## src/rtl/alu_pkg.sv

```systemverilog
// ---------------------------------------------------------------------------
// alu_pkg
//   Shared definitions for the ALU issue sequencer: operation codes, default
//   per-operation ENABLE latencies, the command record carried through the
//   command FIFO, and the sequencer state encoding.
// ---------------------------------------------------------------------------
package alu_pkg;

    typedef enum logic [1:0] {
        OP_ADD  = 2'b00,
        OP_SUB  = 2'b01,
        OP_MULT = 2'b10,
        OP_DIV  = 2'b11
    } alu_op_t;

    localparam int DEF_ADD_LAT = 1;
    localparam int DEF_SUB_LAT = 1;
    localparam int DEF_MUL_LAT = 8;
    localparam int DEF_DIV_LAT = 8;

    // {op, a, b}
    localparam int CMD_W = 18;

    typedef struct packed {
        logic [1:0] op;
        logic [7:0] a;
        logic [7:0] b;
    } cmd_t;

    typedef enum logic [1:0] {
        ST_IDLE    = 2'b00,
        ST_EXEC    = 2'b01,
        ST_CAPTURE = 2'b10,
        ST_RESP    = 2'b11
    } seq_state_t;

endpackage

```

## src/rtl/alu_cmd_fifo.sv

```systemverilog
// ---------------------------------------------------------------------------
// alu_cmd_fifo
//   Synchronous command FIFO for the ALU sequencer. Head entry is presented
//   combinationally on rd_data; pop advances it on the clock edge.
//
//   CLK      in   clock, rising edge
//   RESET    in   synchronous, active-low reset
//   push     in   write wr_data (ignored when full)
//   pop      in   drop head entry (ignored when empty)
//   wr_data  in   entry to write
//   rd_data  out  current head entry
//   full     out  no free entries
//   empty    out  no valid entries
//   count    out  number of valid entries
// ---------------------------------------------------------------------------
module alu_cmd_fifo
    import alu_pkg::*;
#(
    parameter int DEPTH = 4,
    parameter int WIDTH = CMD_W
) (
    input  logic                     CLK,
    input  logic                     RESET,
    input  logic                     push,
    input  logic                     pop,
    input  logic [WIDTH-1:0]         wr_data,
    output logic [WIDTH-1:0]         rd_data,
    output logic                     full,
    output logic                     empty,
    output logic [$clog2(DEPTH):0]   count
);

    localparam int AW = $clog2(DEPTH);
    localparam logic [AW:0]   FULL_CNT = DEPTH[AW:0];
    localparam logic [AW:0]   CNT_ONE  = 1;
    localparam logic [AW-1:0] PTR_ONE  = 1;

    logic [WIDTH-1:0] mem [DEPTH];
    logic [AW-1:0]    wr_ptr;
    logic [AW-1:0]    rd_ptr;
    logic             do_push;
    logic             do_pop;

    assign do_push = push && !full;
    assign do_pop  = pop && !empty;
    assign full    = (count == FULL_CNT);
    assign empty   = (count == '0);
    assign rd_data = mem[rd_ptr];

    always_ff @(posedge CLK) begin
        if (!RESET) begin
            wr_ptr <= '0;
            rd_ptr <= '0;
            count  <= '0;
        end else begin
            if (do_push) wr_ptr <= wr_ptr + PTR_ONE;
            if (do_pop)  rd_ptr <= rd_ptr + PTR_ONE;
            case ({do_push, do_pop})
                2'b10:   count <= count + CNT_ONE;
                2'b01:   count <= count - CNT_ONE;
                default: count <= count;
            endcase
        end
    end

    // Storage carries no reset; only the pointers define validity.
    always_ff @(posedge CLK) begin
        if (do_push) mem[wr_ptr] <= wr_data;
    end

endmodule

```

## src/rtl/alu_sequencer.sv

```systemverilog
// ---------------------------------------------------------------------------
// alu_sequencer
//   Issue stage for the 8-bit signed ALU. Buffers commands, holds ENABLE
//   for a fixed per-operation latency, captures the ALU outputs and offers
//   them on a valid/ready response port. DIV by zero is answered with
//   rsp_err without invoking the ALU.
//
//   CLK, RESET                  clock / synchronous active-low reset
//   cmd_valid/ready/op/a/b      command port (valid/ready)
//   operand_a/b, alu_operation  operands and op to the ALU (held outside EXEC)
//   ENABLE                      ALU enable, high for LAT(op) cycles
//   alu_result/result2/carry_out/flags   ALU outputs
//   rsp_valid/ready/op/result/result2/carry/flags/err   response port
//
//   state    | meaning
//   ---------+-----------------------------------------------------------
//   IDLE     | nothing in flight; pops the FIFO head when one is present
//   EXEC     | ENABLE high, down-counter runs to zero
//   CAPTURE  | ENABLE low for one cycle; ALU outputs registered at its end
//   RESP     | response offered; on handshake pop next command or go IDLE
// ---------------------------------------------------------------------------
module alu_sequencer
    import alu_pkg::*;
#(
    parameter int FIFO_DEPTH = 4,
    parameter int ADD_LAT    = DEF_ADD_LAT,
    parameter int SUB_LAT    = DEF_SUB_LAT,
    parameter int MUL_LAT    = DEF_MUL_LAT,
    parameter int DIV_LAT    = DEF_DIV_LAT
) (
    input  logic       CLK,
    input  logic       RESET,
    input  logic       cmd_valid,
    output logic       cmd_ready,
    input  logic [1:0] cmd_op,
    input  logic [7:0] cmd_a,
    input  logic [7:0] cmd_b,
    output logic [7:0] operand_a,
    output logic [7:0] operand_b,
    output logic [1:0] alu_operation,
    output logic       ENABLE,
    input  logic [7:0] alu_result,
    input  logic [7:0] alu_result2,
    input  logic       alu_carry_out,
    input  logic [3:0] alu_flags,
    output logic       rsp_valid,
    input  logic       rsp_ready,
    output logic [1:0] rsp_op,
    output logic [7:0] rsp_result,
    output logic [7:0] rsp_result2,
    output logic       rsp_carry,
    output logic [3:0] rsp_flags,
    output logic       rsp_err
);

    localparam int AW = $clog2(FIFO_DEPTH);
    localparam logic [AW:0] DEPTH_CNT = FIFO_DEPTH[AW:0];

    cmd_t        fifo_wr;
    cmd_t        fifo_head;
    logic        fifo_push;
    logic        fifo_pop;
    logic        fifo_full;
    logic        fifo_empty;
    logic [AW:0] fifo_count;

    seq_state_t  state;
    seq_state_t  state_nxt;
    logic [7:0]  cnt;
    logic [7:0]  cnt_nxt;
    logic [7:0]  head_lat_m1;
    logic        head_is_div0;
    logic        issue_div0;
    logic        do_capture;

    assign fifo_wr   = '{op: cmd_op, a: cmd_a, b: cmd_b};
    assign cmd_ready = (fifo_count < DEPTH_CNT);
    assign fifo_push = cmd_valid && !fifo_full;

    alu_cmd_fifo #(
        .DEPTH (FIFO_DEPTH),
        .WIDTH (CMD_W)
    ) u_cmd_fifo (
        .CLK     (CLK),
        .RESET   (RESET),
        .push    (fifo_push),
        .pop     (fifo_pop),
        .wr_data (fifo_wr),
        .rd_data (fifo_head),
        .full    (fifo_full),
        .empty   (fifo_empty),
        .count   (fifo_count)
    );

    always_comb begin
        head_lat_m1 = 8'(DIV_LAT - 1);
        case (fifo_head.op)
            OP_ADD:  head_lat_m1 = 8'(ADD_LAT - 1);
            OP_SUB:  head_lat_m1 = 8'(SUB_LAT - 1);
            OP_MULT: head_lat_m1 = 8'(MUL_LAT - 1);
            default: head_lat_m1 = 8'(DIV_LAT - 1);
        endcase
    end

    assign head_is_div0 = (fifo_head.op == OP_DIV) && (fifo_head.b == 8'd0);
    assign issue_div0   = fifo_pop && head_is_div0;

    always_comb begin
        state_nxt  = state;
        cnt_nxt    = cnt;
        fifo_pop   = 1'b0;
        do_capture = 1'b0;
        case (state)
            ST_IDLE: begin
                fifo_pop = !fifo_empty;
            end
            ST_EXEC: begin
                if (cnt != 8'd0) cnt_nxt = cnt - 8'd1;
                else             state_nxt = ST_CAPTURE;
            end
            ST_CAPTURE: begin
                do_capture = 1'b1;
                state_nxt  = ST_RESP;
            end
            ST_RESP: begin
                if (rsp_ready) begin
                    fifo_pop  = !fifo_empty;
                    state_nxt = ST_IDLE;
                end
            end
            default: state_nxt = ST_IDLE;
        endcase
        // A pop from IDLE or RESP issues the head directly; DIV by zero
        // bypasses the ALU and is answered on the very next cycle.
        if (fifo_pop) begin
            if (head_is_div0) begin
                state_nxt = ST_RESP;
            end else begin
                state_nxt = ST_EXEC;
                cnt_nxt   = head_lat_m1;
            end
        end
    end

    assign ENABLE    = (state == ST_EXEC);
    assign rsp_valid = (state == ST_RESP);

    always_ff @(posedge CLK) begin
        if (!RESET) begin
            state         <= ST_IDLE;
            cnt           <= 8'd0;
            operand_a     <= 8'd0;
            operand_b     <= 8'd0;
            alu_operation <= 2'd0;
            rsp_op        <= 2'd0;
            rsp_result    <= 8'd0;
            rsp_result2   <= 8'd0;
            rsp_carry     <= 1'b0;
            rsp_flags     <= 4'd0;
            rsp_err       <= 1'b0;
        end else begin
            state <= state_nxt;
            cnt   <= cnt_nxt;
            if (fifo_pop) begin
                operand_a     <= fifo_head.a;
                operand_b     <= fifo_head.b;
                alu_operation <= fifo_head.op;
            end
            if (issue_div0) begin
                rsp_op      <= fifo_head.op;
                rsp_result  <= 8'd0;
                rsp_result2 <= 8'd0;
                rsp_carry   <= 1'b0;
                rsp_flags   <= 4'd0;
                rsp_err     <= 1'b1;
            end else if (do_capture) begin
                rsp_op      <= alu_operation;
                rsp_result  <= alu_result;
                rsp_result2 <= alu_result2;
                rsp_carry   <= alu_carry_out;
                rsp_flags   <= alu_flags;
                rsp_err     <= 1'b0;
            end
        end
    end

endmodule

```

## config.mk

```make
export PLATFORM = sky130hd
export DESIGN_NAME = alu_sequencer
export DESIGN_NICKNAME = d
export VERILOG_FILES = /design/src/rtl/alu_pkg.sv /design/src/rtl/alu_cmd_fifo.sv /design/src/rtl/alu_sequencer.sv
export SDC_FILE = /design/constraint.sdc
export NUM_CORES = 1
export LEC_CHECK = 0
export ABC_CLOCK_PERIOD_IN_PS = 2800
export CORE_ASPECT_RATIO = 0.6
export CORE_UTILIZATION = 47
export DETAILED_ROUTE_END_ITERATION = 10
export GPL_TIMING_DRIVEN = 0
export PLACE_DENSITY = 0.75
export SYNTH_ARGS = -nofsm -noshare
export SYNTH_HDL_FRONTEND = slang
export SYNTH_SLANG_ARGS = --single-unit
```

## constraint.sdc

```tcl
create_clock -name CLK -period 2.8 [get_ports CLK]
set_input_delay 0.7 -clock CLK [delete_from_list [all_inputs] [get_ports CLK]]
set_output_delay 0.7 -clock CLK [all_outputs]
set_load 0.02 [all_outputs]
```

Word level (Yosys, flattened, before mapping)
Memories as Yosys holds them, arrays and structs flattened. A register that Yosys moved wholly into a read port is not among the register bits. Cells that the tools add are included.

Bits in registers: 59. Bits in writable memories: 72. Input port bits: 43. Output and inout bits: 45. Logic and storage cells: 72. Memories kept: 1.

Memory list: u_cmd_fifo.mem (depth 4, width 18, rd ports 1, clocked after memory_dff 1, write ports 1, RTL line alu_cmd_fifo.sv:38) `logic [WIDTH-1:0] mem [DEPTH];`.

$add $sub $neg: 5. $lt $le $gt $ge: 1. Eq/ne operators: 10. Mux-type cells: 22. Bitwise gates (word level): 1. Reductions and logical operators: 18.

Operators with widths (count): 8-bit two-way mux (4); 2-bit two-way mux (8); 2-bit == test, second input constant (4); 8-bit logical NOT (1); 8-bit nonzero test (1); 8-bit by 1-bit subtractor with 8-bit output, second input constant (1); 2-bit by 1-bit == test with 1-bit output, second input constant (3); 1-bit two-way mux (6); 2-bit one-hot mux with 3 select lines (1); 3-bit one-hot mux with 2 select lines (1); 1-bit logical AND (5); 2-bit by 1-bit adder with 2-bit output, second input constant (2); 2-bit logical NOT (2); 2-bit nonzero test (2); 4-bit nonzero test (1); 2-bit OR reduction (2); 3-bit by 1-bit adder with 3-bit output, second input constant (1); 3-bit == test, second input constant (1); 3-bit logical NOT (1); 3-bit < comparator, second input constant (1); 3-bit two-way mux (1); 3-bit by 1-bit != test with 1-bit output, second input constant (1); 3-bit != test, second input constant (1); 3-bit AND reduction (1); other kinds (4) (5).

Logic depth before layout (Yosys ltp)
Gate-level depths: netlist (run 1).

Depth in word-level cells: 7. Depth in mapped cells: 13. Depth with buffers taken out: 11.

Cells and area by module
A second synthesis (run 1) with hierarchy kept.

Cell total of the unflattened synthesis: 381. Area, all modules: 5215.0 um^2.

By module, submodules not included: alu_cmd_fifo (instances 1, cells each 148, area an instance 3103.0 um^2); alu_sequencer (instances 1, cells each 233, area an instance 2112.0 um^2).

Worst setup path after synthesis (run 1)
No wires, ideal clock.

Kind: register -> register. Start point: reg state[1]. End point: reg u_cmd_fifo.count[2]. Setup time: 0.070 ns. Arrival: 2.871 ns. Data required time: 2.730 ns. Slack: -0.141 ns. Cell stages (with the launch flop): 13. Path buffers: 2. Clock period less this slack: 2.941 ns. Path through: dfxtp_1 > inv_1 > ha_1 > or3_1 > clkbuf_1 > inv_1 > buf_1 > ha_1 > inv_1 > fa_1 > xor2_1 > or3_1 > a21oi_1.

Cells in the longest elaborated chain, start to end: 5. Elaborated cells on any way between the ends: 8. Those cells by class: eq/ne: 3; mux: 2; reduce/logical: 3.

Ends and longest elaborated chain: start: declaration (RTL line alu_sequencer.sv:67) `seq_state_t state;`; start signal: assignment (RTL line alu_sequencer.sv:162) `state <= state_nxt;`; 2-bit == test or 2-bit logical NOT (tied branches) (RTL line alu_sequencer.sv:113) `case (state)`; 1-bit one-hot mux with 2 select lines (*) (RTL line alu_sequencer.sv:113); 1-bit logical AND (*) (RTL line alu_cmd_fifo.sv:45) `assign do_pop = pop && !empty;`; net u_cmd_fifo.do_pop (RTL line alu_cmd_fifo.sv:42) `logic do_pop;`; 2-bit by 1-bit == test with 1-bit output or 2-bit == test (tied branches) (RTL line alu_cmd_fifo.sv:58) `case ({do_push, do_pop})`; 3-bit one-hot mux with 2 select lines or 2-bit nonzero test (tied branches); end signal: assignment (RTL line alu_cmd_fifo.sv:59) `2'b10: count <= count + CNT_ONE;`; end signal: assignment (RTL line alu_cmd_fifo.sv:60) `2'b01: count <= count - CNT_ONE;`; end signal: assignment (RTL line alu_cmd_fifo.sv:61) `default: count <= count;`; end: declaration (RTL line alu_cmd_fifo.sv:30) `output logic [$clog2(DEPTH):0] count`.

Mark *: on every way through the listed nets, which the timed path passes. The rest lies on a longest branch. A chain may end at the register's enable or synchronous reset.

Final worst setup path (run 1)
Start point: in rsp_ready. End point: reg u_cmd_fifo.count[2].

Cells in the longest elaborated chain, start to end: 5. Elaborated cells on any way between the ends: 7. Those cells by class: eq/ne: 2; mux: 3; reduce/logical: 2.

Ends and longest elaborated chain: start: declaration (RTL line alu_sequencer.sv:47) `input logic rsp_ready,`; 1-bit two-way mux (*) (RTL line alu_sequencer.sv:126) `if (rsp_ready) begin`; 1-bit one-hot mux with 2 select lines (*) (RTL line alu_sequencer.sv:113); 1-bit logical AND (*) (RTL line alu_cmd_fifo.sv:45); net u_cmd_fifo.do_pop (RTL line alu_cmd_fifo.sv:42); 2-bit by 1-bit == test with 1-bit output or 2-bit == test (tied branches) (RTL line alu_cmd_fifo.sv:58); 3-bit one-hot mux with 2 select lines or 2-bit nonzero test (tied branches).

Marks and branches as above.

==> results.toml, run 1 <==
[power]
power_density_nw_per_um2 = 985.0
intPower_uw = 4628
seqPwrFrac_pct = 39.0
pwr-share-clk_pct = 30.6
power_switching_share_pct = 31.26
switching_power_uw = 2104
leakagePower_uw = 0.002406
combPwrFrac_pct = 30.4
irDropWorstVdd_mv = 0.5943

[cells_and_area]
utilization_pct = 64.28
drive_gt1_share_pct = 14.98
fill_cells = 781
diodes = 0
stdcell_area_sq_um = 6834
num-nets-final = 538
area_delta_synth_final_pct = 31.84

[yosys]
ys_seq_elements = 133
ys.flop_type = "edfxtp_1"
async_reset_ff_share_pct = 0
synth-edff-count = 72
ys_seq_area_share_pct = 65.27
syn_nets = 432
ys_warn_count = 0
syn_avg_cell_area_sq_um = 13.82
synth_area_sq_um = 5184
synth_cell_type_count = 41
synth_cells = 375

[setup_path]
crit_type = "in2reg"
cp-end-kind = "register"
start_kind = "input port"
worstPathRequired_ns = 3.14
crit_fanout = 10
cp.arrival_ns = 3.07

[run]
drv_cap = 0

[grt]
grt_use_total_pct = 21.43
grt_first_pass_wirelength_um = 17630
overflow = 0
grt_max_degree = 19
antenna_found_initial = 0
grt_pass1_vias = 3416

[floorplan]
fp-row-count = 29
die_width_um = 137.6
coreArea_sq_um = 10630
dieArea_sq_um = 11470
io_pins = 88
fp.dieH_um = 83.35
start_util_pct = 48.76

[detailed_routing]
drt_iter0_drc = 166
antenna_left = 0
remaining_drc_errors = 0
vias = 3277
avgViaCountPerCell = 5.177
firstDrtPassIters = 4
routed_wl_um = 11070
wl_per_cell_um = 17.49

[place]
port_buffers = 87
dp_slack_ns = -0.6792
dpl_cell_area_sq_um = 6232
gp_congestion = 0.8219
dp_hpwl_um = 7555

[sta]
max_slew_margin_pct = 31.14
maxSlewViolCount = 0
hold_viol = 0
min_period_ns = 2.729
max_freq_ghz = 0.3664
tns_ns = 0
worst_slew_pin_slew_ns = 1.033
rsz0062_at_grt = "yes"
period_share_pct = 97.48
setup_viol = 0
layout_setup_ws_ns = 0.07069
finClkSkew_ns = 0.005634

[clock_tree]
cts_root_buf = "clkbuf_16"
numCtsBuffers = 17
path_clk_slew_ns = 0.05
tritoncts = "done"
cts_buffer_depth = 2
cts.sinks = 133
clk_latency_ns = 0.41
ctsHoldBuffers = 0
htree_levels = 4

[run_status]
status = "finished clean"

[hold_path]
hold_path_class = "reg2reg"
==> routing by layer <==
metal,part of all wire (%),GRT usage (%),vias up
met3,5.5,6.593,15
met2,46,31.75,85
li1,-,-,1572
met1,47,29.58,1605
met5,0,0,-
met4,1.7,7.892,0
==> flip-flops by register name (all words and copies together), names as in the netlist, 3 cells and up, named ones only <==
name              count
rsp_result            8
cnt                   8
operand_b             8
rsp_result2           8
u_cmd_fifo.count      3
u_cmd_fifo.mem       72
rsp_flags             4
operand_a             8
==> Yosys cell counts, drive strengths merged (5+ instances only) <==
master | n | area [sq um]
a21oi | 27 | 135.1
and3 | 5 | 31.28
buf | 6 | 40.04
clkbuf | 11 | 41.29
dfxtp | 61 | 1221
edfxtp | 72 | 2162
ha | 13 | 162.7
inv | 15 | 56.30
mux2i | 24 | 240.2
mux4 | 18 | 405.4
nand2 | 40 | 150.1
nor2 | 30 | 112.6
o21ai | 8 | 40.04
xnor2 | 5 | 43.79
xor2 | 5 | 43.79
==> cell families after synthesis <==
group | after synthesis | synth area share (%)
AOI/OAI and AO/OA | 45 | 5.286
xor gates and xnor gates | 10 | 1.690
buffers and inverters | 32 | 2.655
DFF | 133 | 65.27
and+or+nand+nor | 98 | 8.907
adders and majority gates | 14 | 3.524
muxes | 43 | 12.67
==> critical path, cell delays in order <==
cell and delay, ns:
clkdlybuf4s50_1 0.48, a21oi_1 0.06, or3_1 0.31, buf_4 0.16, inv_2 0.07, buf_8 0.14
ha_4 0.14, inv_1 0.05, fa_2 0.34, xor2_1 0.15, or3_1 0.32, a21oi_2 0.12
==> worst paths after layout <==
path	start	to	slack [ns]	depth (start not counted)
setup / recovery	rsp_ready	u_cmd_fifo.count[2]$_SDFFE_PN0P_	0.07	12
hold / removal	operand_b[0]$_SDFFE_PN0N_	operand_b[0]$_SDFFE_PN0N_	0.45	2
setup reg to reg	state[0]$_SDFFE_PN0P_	u_cmd_fifo.count[2]$_SDFFE_PN0P_	0.11	12
hold reg to reg	operand_b[0]$_SDFFE_PN0N_	operand_b[0]$_SDFFE_PN0N_	0.45	2
==> cell type report <==
class | count | area, sq um | share of cell area [%]
plain buffers | 16 | 93.84 | 1.373
clock buffers | 23 | 509.2 | 7.451
clock inverters | 9 | 50.05 | 0.7323
inverters | 15 | 56.30 | 0.8239
multi-input cells | 210 | 1682 | 24.61
flip-flops and latches | 133 | 3391 | 49.62
well taps | 139 | 173.9 | 2.545
repair buffers | 88 | 878.3 | 12.85
==> power by group through the flow <==
stage	combinational [uW]	sequential [uW]	clock, uW
final	2050	2620	2060
after global routing	2240	2660	2190
after CTS	2070	2610	2090
after detailed placement	1990	2640	0
after global placement	1930	2630	0
after floorplan	1110	2770	0
==> layout by cell type, fill, tap and decap left out, types with 2 or more instances in the layout <==
cell type         n
buf_6             2
clkinvlp_4        2
o31a_1            2
edfxtp_1         72
buf_4             2
buf_2             3
and3_1            5
xnor2_1           5
a21oi_1          26
o21ai_0           8
nor3b_1           2
mux4_2           18
and2_1            4
ha_1             12
clkbuf_1         10
clkdlybuf4s50_1  87
inv_1            12
clkinv_2          7
nand2_1          40
mux2i_1          24
nor3_1            4
inv_2             3
dfxtp_1          59
clkbuf_16        18
clkbuf_8          4
xor2_1            5
a31oi_1           2
or3_1             3
dfxtp_4           2
nor2_1           30
==> per-stage QoR <==
stage,instances,hold WS (ns),power [uW]
2_1_floorplan,375,0.4591,3888
3_3_place_gp,601,0.4423,4553
3_5_place_dp,601,0.4473,4634
4_1_cts,634,0.4551,6772
5_1_grt,633,0.4705,7088
6_report,633,0.4528,6732
==> what timing repair did <==
item | in CTS | in global routing
gates resized for setup | 12 | 5
endpoints found under the setup margin | 34 | 31
pin swaps | 0 | 1
endpoints found under the hold margin | 0 | 0
buffers inserted | 1 | 0
Note: power is estimated with default switching activity, not from simulation.
==> inputs of run 2 (changes only) <==
--- a/config.mk
+++ b/config.mk
@@ -7,10 +7,12 @@
 export LEC_CHECK = 0
 export ABC_CLOCK_PERIOD_IN_PS = 2800
 export CORE_ASPECT_RATIO = 0.6
+export CORE_MARGIN = 1.5
 export CORE_UTILIZATION = 47
 export DETAILED_ROUTE_END_ITERATION = 10
 export GPL_TIMING_DRIVEN = 0
 export PLACE_DENSITY = 0.75
+export RECOVER_POWER = 25
 export SYNTH_ARGS = -nofsm -noshare
 export SYNTH_HDL_FRONTEND = slang
 export SYNTH_SLANG_ARGS = --single-unit
==> run 2 against run 1 <==
Clock power grew 4%; combinational power is essentially flat; hold slack gained 0.0074 ns; clock-buffer cell count grew 6; sequential power is essentially flat.
==> results.toml, run 2 (synthesis gave the netlist of run 1 again) <==
[run_status]
status = "finished clean"

[detailed_routing]
drt_iter0_drc = 208
avgViaCountPerCell = 5.173
remaining_drc_errors = 0
wl_per_cell_um = 17.12
antenna_left = 0
vias = 3264
routed_wl_um = 10810
firstDrtPassIters = 4

[cells_and_area]
top_register = "u_cmd_fifo.mem"
final-seq-area_sq_um = 3386
instances_no_fill = 631
area_delta_synth_final_pct = 32.03
largest_reg_flops = 72
final_common_cell = "edfxtp_1"
stdcell_area_sq_um = 6844
multi_input_area_sq_um = 1684
fill_cells = 806
layout_common_cells = "72 x edfxtp_1, 71 x clkdlybuf4s50_1, 59 x dfxtp_1"
diodes = 0
num-nets-final = 536
drive_gt1_share_pct = 13.41

[setup_path]
max_stage_delay_ns = 0.48
crit_slowest_cell = "clkdlybuf4s50_1"
cp.arrival_ns = 3.05
crit_type = "in2reg"
start_kind = "input port"
cp_cell_sequence = "clkdlybuf4s50_1, a21oi_1, or3_1, clkbuf_8, inv_8, ha_4, inv_1, fa_1, xor2_1, or3_1, a21oi_1"
crit_fanout = 15
worstPathRequired_ns = 3.13
cp-end-kind = "register"

[grt]
grt_first_pass_wirelength_um = 17390
antenna_found_initial = 0
overflow = 0
grt_pass1_vias = 3386
grt_max_degree = 19
grt_use_total_pct = 19.80

[place]
dp_hpwl_um = 7332
gp_congestion = 0.7899
dp_slack_ns = -0.6824
placed_cells = 601
dpl_cell_area_sq_um = 6232
port_buffers = 87

[sta]
hold_viol = 0
finClkSkew_ns = 0.01090
layout_setup_ws_ns = 0.08287
min_period_ns = 2.717
rsz0062_at_grt = "no"
max_freq_ghz = 0.3680
maxSlewViolCount = 0
max_slew_margin_pct = 31.69
period_share_pct = 97.04
setup_viol = 0
worst_slew_pin_slew_ns = 1.025

[floorplan]
fp.dieH_um = 84.35
start_util_pct = 48.59
die_width_um = 138.6
io_pins = 88
coreArea_sq_um = 10670
dieArea_sq_um = 11690
fp-row-count = 29

[clock_tree]
postCtsSetupRepairBufs = 0
tritoncts = "done"
cts_buffer_depth = 2
numCtsBuffers = 17
cts_root_buf = "clkbuf_16"
path_clk_slew_ns = 0.05
clk_latency_ns = 0.41
htree_levels = 4
cts.sinks = 133

[power]
total_power_uw = 6777
irDropWorstVdd_mv = 0.5312
leakagePower_uw = 0.002410
power_density_nw_per_um2 = 990.2

[run]
drv_cap = 0

[hold_path]
hold_path_class = "reg2reg"
## run 2: area by class of cell
cell class / count / share of cell area [%]
well taps: 139 / 2.541
inverters: 15 / 0.9324
clock inverters: 3 / 0.5850
flip-flops and latches: 133 / 49.47
clock buffers: 29 / 7.898
repair buffers: 87 / 12.72
plain buffers: 15 / 1.243
multi-input cells: 210 / 24.61
## run 2: final timing paths
kind	from	endpoint	slack [ns]	cells after the start
max reg2reg	state[0]$_SDFFE_PN0P_	u_cmd_fifo.count[2]$_SDFFE_PN0P_	0.11	11
min reg2reg	operand_b[0]$_SDFFE_PN0N_	operand_b[0]$_SDFFE_PN0N_	0.46	2
min	operand_b[0]$_SDFFE_PN0N_	operand_b[0]$_SDFFE_PN0N_	0.46	2
max	rsp_ready	u_cmd_fifo.count[2]$_SDFFE_PN0P_	0.08	11
## run 2: what timing repair did
action                     4_1_cts  5_1_grt
hold buffers                     0        0
pin swaps                        0        0
resized for setup               14        3
setup endpoints to repair       34       31
## run 2: worst max-delay path: cells and delay by family
kind	cells	cell delay (ns)
compound gates	2	0.21
xor+xnor	1	0.16
fa+ha+maj	2	0.52
buf+inv	4	0.81
simple gates	2	0.65
## run 2: power breakdown
group	total (uW)	internal, uW	switching (uW)
clock	2140	1390	758
combinational	2020	915	1110
sequential	2610	2420	190
## run 2: per-layer routing
| layer | track usage [%] | up-vias | part of all wire, % |
|---|---|---|---|
| li1 | - | 1569 | - |
| met1 | 27.21 | 1605 | 48 |
| met2 | 30.17 | 81 | 46 |
| met3 | 6.275 | 9 | 4.9 |
| met4 | 6.411 | 0 | 0.86 |
| met5 | 0 | - | 0 |
## run 2: stage by stage
stage	utilization [%]	hold WS, ns	TNS (ns)
3_3_place_gp	58.42	0.4412	-6.677
4_1_cts	64.13	0.4611	-0.03120
5_1_grt	64.16	0.4771	0
6_report	64.16	0.4602	0
3_5_place_dp	58.42	0.4539	-6.808
2_1_floorplan	-	0.4591	0
==> inputs of run 3 (changes only) <==
--- a/config.mk
+++ b/config.mk
@@ -10,6 +10,7 @@
 export CORE_MARGIN = 1.5
 export CORE_UTILIZATION = 47
 export DETAILED_ROUTE_END_ITERATION = 10
+export GPL_ROUTABILITY_DRIVEN = 0
 export GPL_TIMING_DRIVEN = 0
 export PLACE_DENSITY = 0.75
 export RECOVER_POWER = 25
==> results of run 3 <==
No change in the layout: final DEF, timing and power equal those of run 2.
